===== config.mk =====
export PLATFORM = sky130hd
export DESIGN_NAME = stack_controller
export DESIGN_NICKNAME = d
export VERILOG_FILES = /design/src/rtl/stack_controller.sv
export SDC_FILE = /design/constraint.sdc
export NUM_CORES = 1
export LEC_CHECK = 0
export CAP_MARGIN = 25
export CORE_ASPECT_RATIO = 0.7
export CORE_MARGIN = 2
export CORE_UTILIZATION = 50
export DETAILED_ROUTE_END_ITERATION = 7
export PLACE_DENSITY = 0.84
export SLEW_MARGIN = 10
export SYNTH_ARGS = -nofsm -noshare
export SYNTH_HDL_FRONTEND = slang
export SYNTH_SLANG_ARGS = --single-unit

===== constraint.sdc =====
create_clock -name clk -period 7.5 [get_ports clk]
set_input_delay 1.5 -clock clk [delete_from_list [all_inputs] [get_ports clk]]
set_output_delay 1.5 -clock clk [all_outputs]
set_load 0.01 [all_outputs]

===== src/rtl/stack_controller.sv =====
// Stacker game controller: sweeps a block across the current row, checks each drop
// against the previous row, and tracks score, game-over and win.
module stack_controller #(
    parameter int unsigned BLOCK_W = 16,
    parameter int unsigned X_MAX   = 144,
    parameter int unsigned ROWS    = 7
) (
    input  logic       clk,
    input  logic       resetn,
    input  logic       start,
    input  logic       drop,
    input  logic       frame_tick,
    input  logic [7:0] new_x_position,
    input  logic [6:0] new_y_position,
    input  logic       new_direction,
    input  logic [2:0] difficulty,
    input  logic       draw_ack,
    output logic       inc_row,
    output logic       row_clr_n,
    output logic [7:0] x_pos,
    output logic [6:0] y_pos,
    output logic       draw_req,
    output logic [2:0] score,
    output logic       game_over,
    output logic       game_win
);

    typedef enum logic [3:0] {
        StIdle,
        StClear,
        StLoad,
        StDraw,
        StMove,
        StCheck,
        StNext,
        StOver,
        StWin
    } state_e;

    localparam logic [7:0] XMaxL   = 8'(X_MAX);
    localparam logic [8:0] BlockWL = 9'(BLOCK_W);
    localparam logic [2:0] RowsL   = 3'(ROWS);

    state_e     state_q, state_d;
    logic [7:0] x_q, x_d;
    logic [6:0] y_q, y_d;
    logic       dir_q, dir_d;
    logic [2:0] score_q, score_d;
    logic [7:0] prev_x_q, prev_x_d;
    logic [2:0] frame_cnt_q, frame_cnt_d;
    logic       drop_pend_q, drop_pend_d;
    logic       inc_row_q, row_clr_n_q, draw_req_q, game_over_q, game_win_q;

    // One-pixel step with bounce at either edge.
    logic [7:0] x_step;
    logic       dir_step;

    always_comb begin
        x_step   = x_q;
        dir_step = dir_q;
        if (dir_q) begin
            if (x_q == XMaxL) begin
                x_step   = XMaxL - 8'd1;
                dir_step = 1'b0;
            end else begin
                x_step = x_q + 8'd1;
            end
        end else begin
            if (x_q == 8'd0) begin
                x_step   = 8'd1;
                dir_step = 1'b1;
            end else begin
                x_step = x_q - 8'd1;
            end
        end
    end

    // A difficulty of 0 behaves as 1 frame per step.
    logic [2:0] diff_eff;
    logic [3:0] cnt_inc;
    logic       step_due;

    always_comb begin
        diff_eff = (difficulty == 3'd0) ? 3'd1 : difficulty;
        cnt_inc  = {1'b0, frame_cnt_q} + 4'd1;
        step_due = cnt_inc >= {1'b0, diff_eff};
    end

    // Overlap test uses a widened magnitude so the difference never wraps.
    logic [8:0] x_diff;
    logic       drop_ok;

    always_comb begin
        if (x_q >= prev_x_q) begin
            x_diff = {1'b0, x_q} - {1'b0, prev_x_q};
        end else begin
            x_diff = {1'b0, prev_x_q} - {1'b0, x_q};
        end
        drop_ok = (score_q == 3'd0) || (x_diff < BlockWL);
    end

    always_comb begin
        state_d     = state_q;
        x_d         = x_q;
        y_d         = y_q;
        dir_d       = dir_q;
        score_d     = score_q;
        prev_x_d    = prev_x_q;
        frame_cnt_d = frame_cnt_q;
        drop_pend_d = drop_pend_q;

        unique case (state_q)
            StIdle, StOver, StWin: begin
                if (start) begin
                    state_d = StClear;
                end
            end
            StClear: begin
                score_d     = 3'd0;
                prev_x_d    = 8'd0;
                frame_cnt_d = 3'd0;
                drop_pend_d = 1'b0;
                state_d     = StLoad;
            end
            StLoad: begin
                x_d         = new_x_position;
                y_d         = new_y_position;
                dir_d       = new_direction;
                frame_cnt_d = 3'd0;
                if (drop) begin
                    drop_pend_d = 1'b1;
                end
                state_d = StDraw;
            end
            StDraw: begin
                if (drop) begin
                    drop_pend_d = 1'b1;
                end
                if (draw_req_q && draw_ack) begin
                    state_d = StMove;
                end
            end
            StMove: begin
                // A drop wins over a coincident frame tick.
                if (drop || drop_pend_q) begin
                    drop_pend_d = 1'b0;
                    state_d     = StCheck;
                end else if (frame_tick) begin
                    if (step_due) begin
                        x_d         = x_step;
                        dir_d       = dir_step;
                        frame_cnt_d = 3'd0;
                        state_d     = StDraw;
                    end else begin
                        frame_cnt_d = frame_cnt_q + 3'd1;
                    end
                end
            end
            StCheck: begin
                if (drop_ok) begin
                    prev_x_d = x_q;
                    score_d  = score_q + 3'd1;
                    state_d  = StNext;
                end else begin
                    state_d = StOver;
                end
            end
            StNext: begin
                state_d = (score_q == RowsL) ? StWin : StLoad;
            end
            default: begin
                state_d = StIdle;
            end
        endcase
    end

    always_ff @(posedge clk or negedge resetn) begin
        if (!resetn) begin
            state_q     <= StIdle;
            x_q         <= 8'd0;
            y_q         <= 7'd0;
            dir_q       <= 1'b0;
            score_q     <= 3'd0;
            prev_x_q    <= 8'd0;
            frame_cnt_q <= 3'd0;
            drop_pend_q <= 1'b0;
        end else begin
            state_q     <= state_d;
            x_q         <= x_d;
            y_q         <= y_d;
            dir_q       <= dir_d;
            score_q     <= score_d;
            prev_x_q    <= prev_x_d;
            frame_cnt_q <= frame_cnt_d;
            drop_pend_q <= drop_pend_d;
        end
    end

    // Outputs are registered from the next state so each is high exactly while in its state.
    always_ff @(posedge clk or negedge resetn) begin
        if (!resetn) begin
            inc_row_q   <= 1'b0;
            row_clr_n_q <= 1'b1;
            draw_req_q  <= 1'b0;
            game_over_q <= 1'b0;
            game_win_q  <= 1'b0;
        end else begin
            inc_row_q   <= (state_d == StNext);
            row_clr_n_q <= (state_d != StClear);
            draw_req_q  <= (state_d == StDraw);
            game_over_q <= (state_d == StOver);
            game_win_q  <= (state_d == StWin);
        end
    end

    assign inc_row   = inc_row_q;
    assign row_clr_n = row_clr_n_q;
    assign draw_req  = draw_req_q;
    assign game_over = game_over_q;
    assign game_win  = game_win_q;
    assign x_pos     = x_q;
    assign y_pos     = y_q;
    assign score     = score_q;

endmodule


==> metrics.cfg <==
[status]
status=completed

[die]
initial_core_util=0.533
rows=22
die_w_um=94.4
coreArea_sq_um=5370
ioPinCount=48
die_area_sq_um=6350
die_h_um=67.3

[layout]
seq_area_sq_um=1000
multi_input_area_sq_um=1650
syn2layout_area_growth_pct=19.8
layout_commonest_cell=clkdlybuf4s50_1
final_net_count=407
layout_common_cells=46 x clkdlybuf4s50_1, 39 x dfrtp_1, 29 x inv_1, 27 x a21oi_1, 26 x ha_1
nFillCells=466
drive_above_1_share=0.0812
final_area_sq_um=3430
antennaDiodeCount=0

[place]
place_congestion=0.959
place_ws_ns=3.50
dp_hpwl_mm=5.26
numPortBuffers=47
dpl_cell_area_sq_um=3330

[clock_tree]
cts_root_buf=clkbuf_8
cts_buffer_depth=2
hold_buffers=0
htreeDepth=2
post_cts_resized=0
clock_latency_ns=0.30
post_cts_buffers=0
numCtsBuffers=5
numClockSinks=40
cts_tree=yes
clkTransAtPathRegs_ns=0.08

[synth]
async_flop_share=1.00
synthCells=314
synth-seq-cells=40
ys.warnings.count=0
seq_area_frac_synth=0.351
synth-edff-count=0
netlist_area_sq_um=2860
synth_ff_type=dfrtp_1
syn_avg_cell_area_sq_um=9.11
yosysUniqueCellTypes=56
syn_nets=365

[power]
swShare=0.468
seqPwrFrac=0.308
power.share.clock=0.103
p_switching_uw=649
max-vdd-ir-drop_v=0.000227
p_leak_nw=1.49
p_comb_frac=0.589
p_int_uw=737
powerDensity_nw_per_um2=405

[timing]
fin_crit_sh=0.492
setup_ws_ns=3.81
hold_ws_ns=0.514
hold_viol=0
grt_setup_unrepaired=false
fin_skew_ns=0.00561
setup_tns_ns=0
layout_min_cycle_time_ns=3.69
maxSlewHeadroom=0.410
final_max_slew_viol_count=0
fmax_mhz=271
worstMarginPinSlew_ns=0.885
setup_viol=0

[critical_path]
cp_data_arrival_time_ns=3.90
critPathLaunchType=input port
endpoint_kind=flop
required_ns=7.72
crit_fanout=19
path_class=input port to flop

[grt]
grt_pass1_vias=2450
grt_pass1_wl_mm=11.9
antenna_found_initial=0
grt_util_all_layers=0.241
gr-total-overflow=0
grt_max_degree=41

[detailed_routing]
remaining_drc_errors=0
via_per_inst=6.00
drt_first_pass_iters=4
final_antenna_net_count=0
wl_mm=6.95
drt_iter0_markers=144
vias=2574
wl_per_cell_um=16.2

[run]
drv_cap=0

[hold_path]
hold_path.class=flop to flop

-- state kept, by name (all words and copies together), names as in the netlist --
register,cells
prev_x_q,8
x_pos,8
score,3
frame_cnt_q,3
inc_row,1
draw_req,1
dir_q,1
y_pos,7
game_over,1
drop_pend_q,1
row_clr_n,1
state_q,4
game_win,1
-- power by group through the flow --
| stage | clock network, mW | logic [mW] | registers, mW |
|---|---|---|---|
| after global routing | 0.155 | 0.907 | 0.441 |
| after detailed placement | 0 | 0.736 | 0.414 |
| after CTS | 0.145 | 0.741 | 0.411 |
| after floorplan | 0 | 0.624 | 0.392 |
| final | 0.143 | 0.816 | 0.427 |
| after global placement | 0 | 0.717 | 0.411 |
-- logic make-up (layout without fill, tap and decap cells) --
logic type	Yosys count	count (layout)	synth area share
compound gates	103	103	0.246
simple gates	83	83	0.155
buf+inv	45	88	0.0731
flops	40	40	0.351
fa+ha+maj	26	26	0.114
mux	12	12	0.0455
xor+xnor	5	5	0.0153
-- cell type report --
cell class / count / share of cell area
Multi-Input combinational cell: 229 / 0.481
Sequential cell: 40 / 0.293
Timing Repair Buffer: 50 / 0.142
Inverter: 30 / 0.0329
Tap cell: 72 / 0.0263
Clock buffer: 6 / 0.0212
Clock inverter: 2 / 0.00365
-- final timing paths --
check / startpoint / to / slack [ns] / depth (start not counted)
worst max-delay path: difficulty[1] / row_clr_n / 3.81 / 10
worst min-delay path: y_pos[0] / y_pos[0] / 0.51 / 1
worst max register to register: x_pos[4] / score[0] / 3.95 / 9
worst min register to register: y_pos[0] / y_pos[0] / 0.51 / 1
max in group asynchronous: resetn / prev_x_q[7] / 5.62 / 1
min in group asynchronous: resetn / game_win / 1.31 / 1
-- per-layer routing --
layer / share of wire / up-vias / track usage
met5: 0 / - / 0
met4: 0.013 / 0 / 0.0761
met3: 0.065 / 10 / 0.0446
met2: 0.44 / 104 / 0.366
met1: 0.48 / 1216 / 0.350
li1: - / 1244 / -
-- cells in the mapped netlist (2+ instances only) --
master    number  area (sq um)
nand3b_1       2          15.0
inv_1         29           109
nand2b_1       4          25.0
clkbuf_1       5          18.8
a31oi_1        4          25.0
o31ai_1        4          30.0
a211o_1        2          17.5
mux2_2         8          90.1
a21oi_1       27           135
nor3b_1        3          22.5
buf_6          4          45.0
dfrtp_1       39           976
o21a_1         2          15.0
mux2i_1        4          40.0
ha_1          26           325
and3_1         2          12.5
nand2_1       13          48.8
and4_1         3          26.3
nor2_1        23          86.3
a22o_1        10          87.6
o211ai_1       7          52.6
nand3_1       13          65.1
a211oi_1       2          15.0
a21o_1         4          30.0
o21ai_0       18          90.1
a41oi_1        2          17.5
xnor2_1        2          17.5
nor3_1         7          35.0
buf_2          5          25.0
o21bai_1       2          15.0
xor2_1         3          26.3
a221oi_1       2          17.5
o221ai_1       4          35.0
or2_2          2          12.5
a221o_1        3          30.0
a21oi_2        2          17.5
nor4_1         3          18.8
-- per-stage QoR --
| stage | power (mW) | util | cells |
|---|---|---|---|
| 5_1_grt | 1.50 | 0.638 | 429 |
| 6_report | 1.39 | 0.638 | 429 |
| 4_1_cts | 1.30 | 0.637 | 428 |
| 3_5_place_dp | 1.15 | 0.621 | 420 |
| 3_3_place_gp | 1.13 | 0.621 | 420 |
| 2_1_floorplan | 1.02 | - | 314 |
-- worst max-delay path, stage by stage --
cell and delay [ns]:
clkdlybuf4s50_1 0.49, o21bai_1 0.07, ha_1 0.27, nor3b_1 0.17, o21ai_0 0.21, nand2_1 0.16, a21oi_1 0.08, buf_4 0.20
a21o_1 0.21, or4_1 0.54
Power figures use the tool's default switching activity.
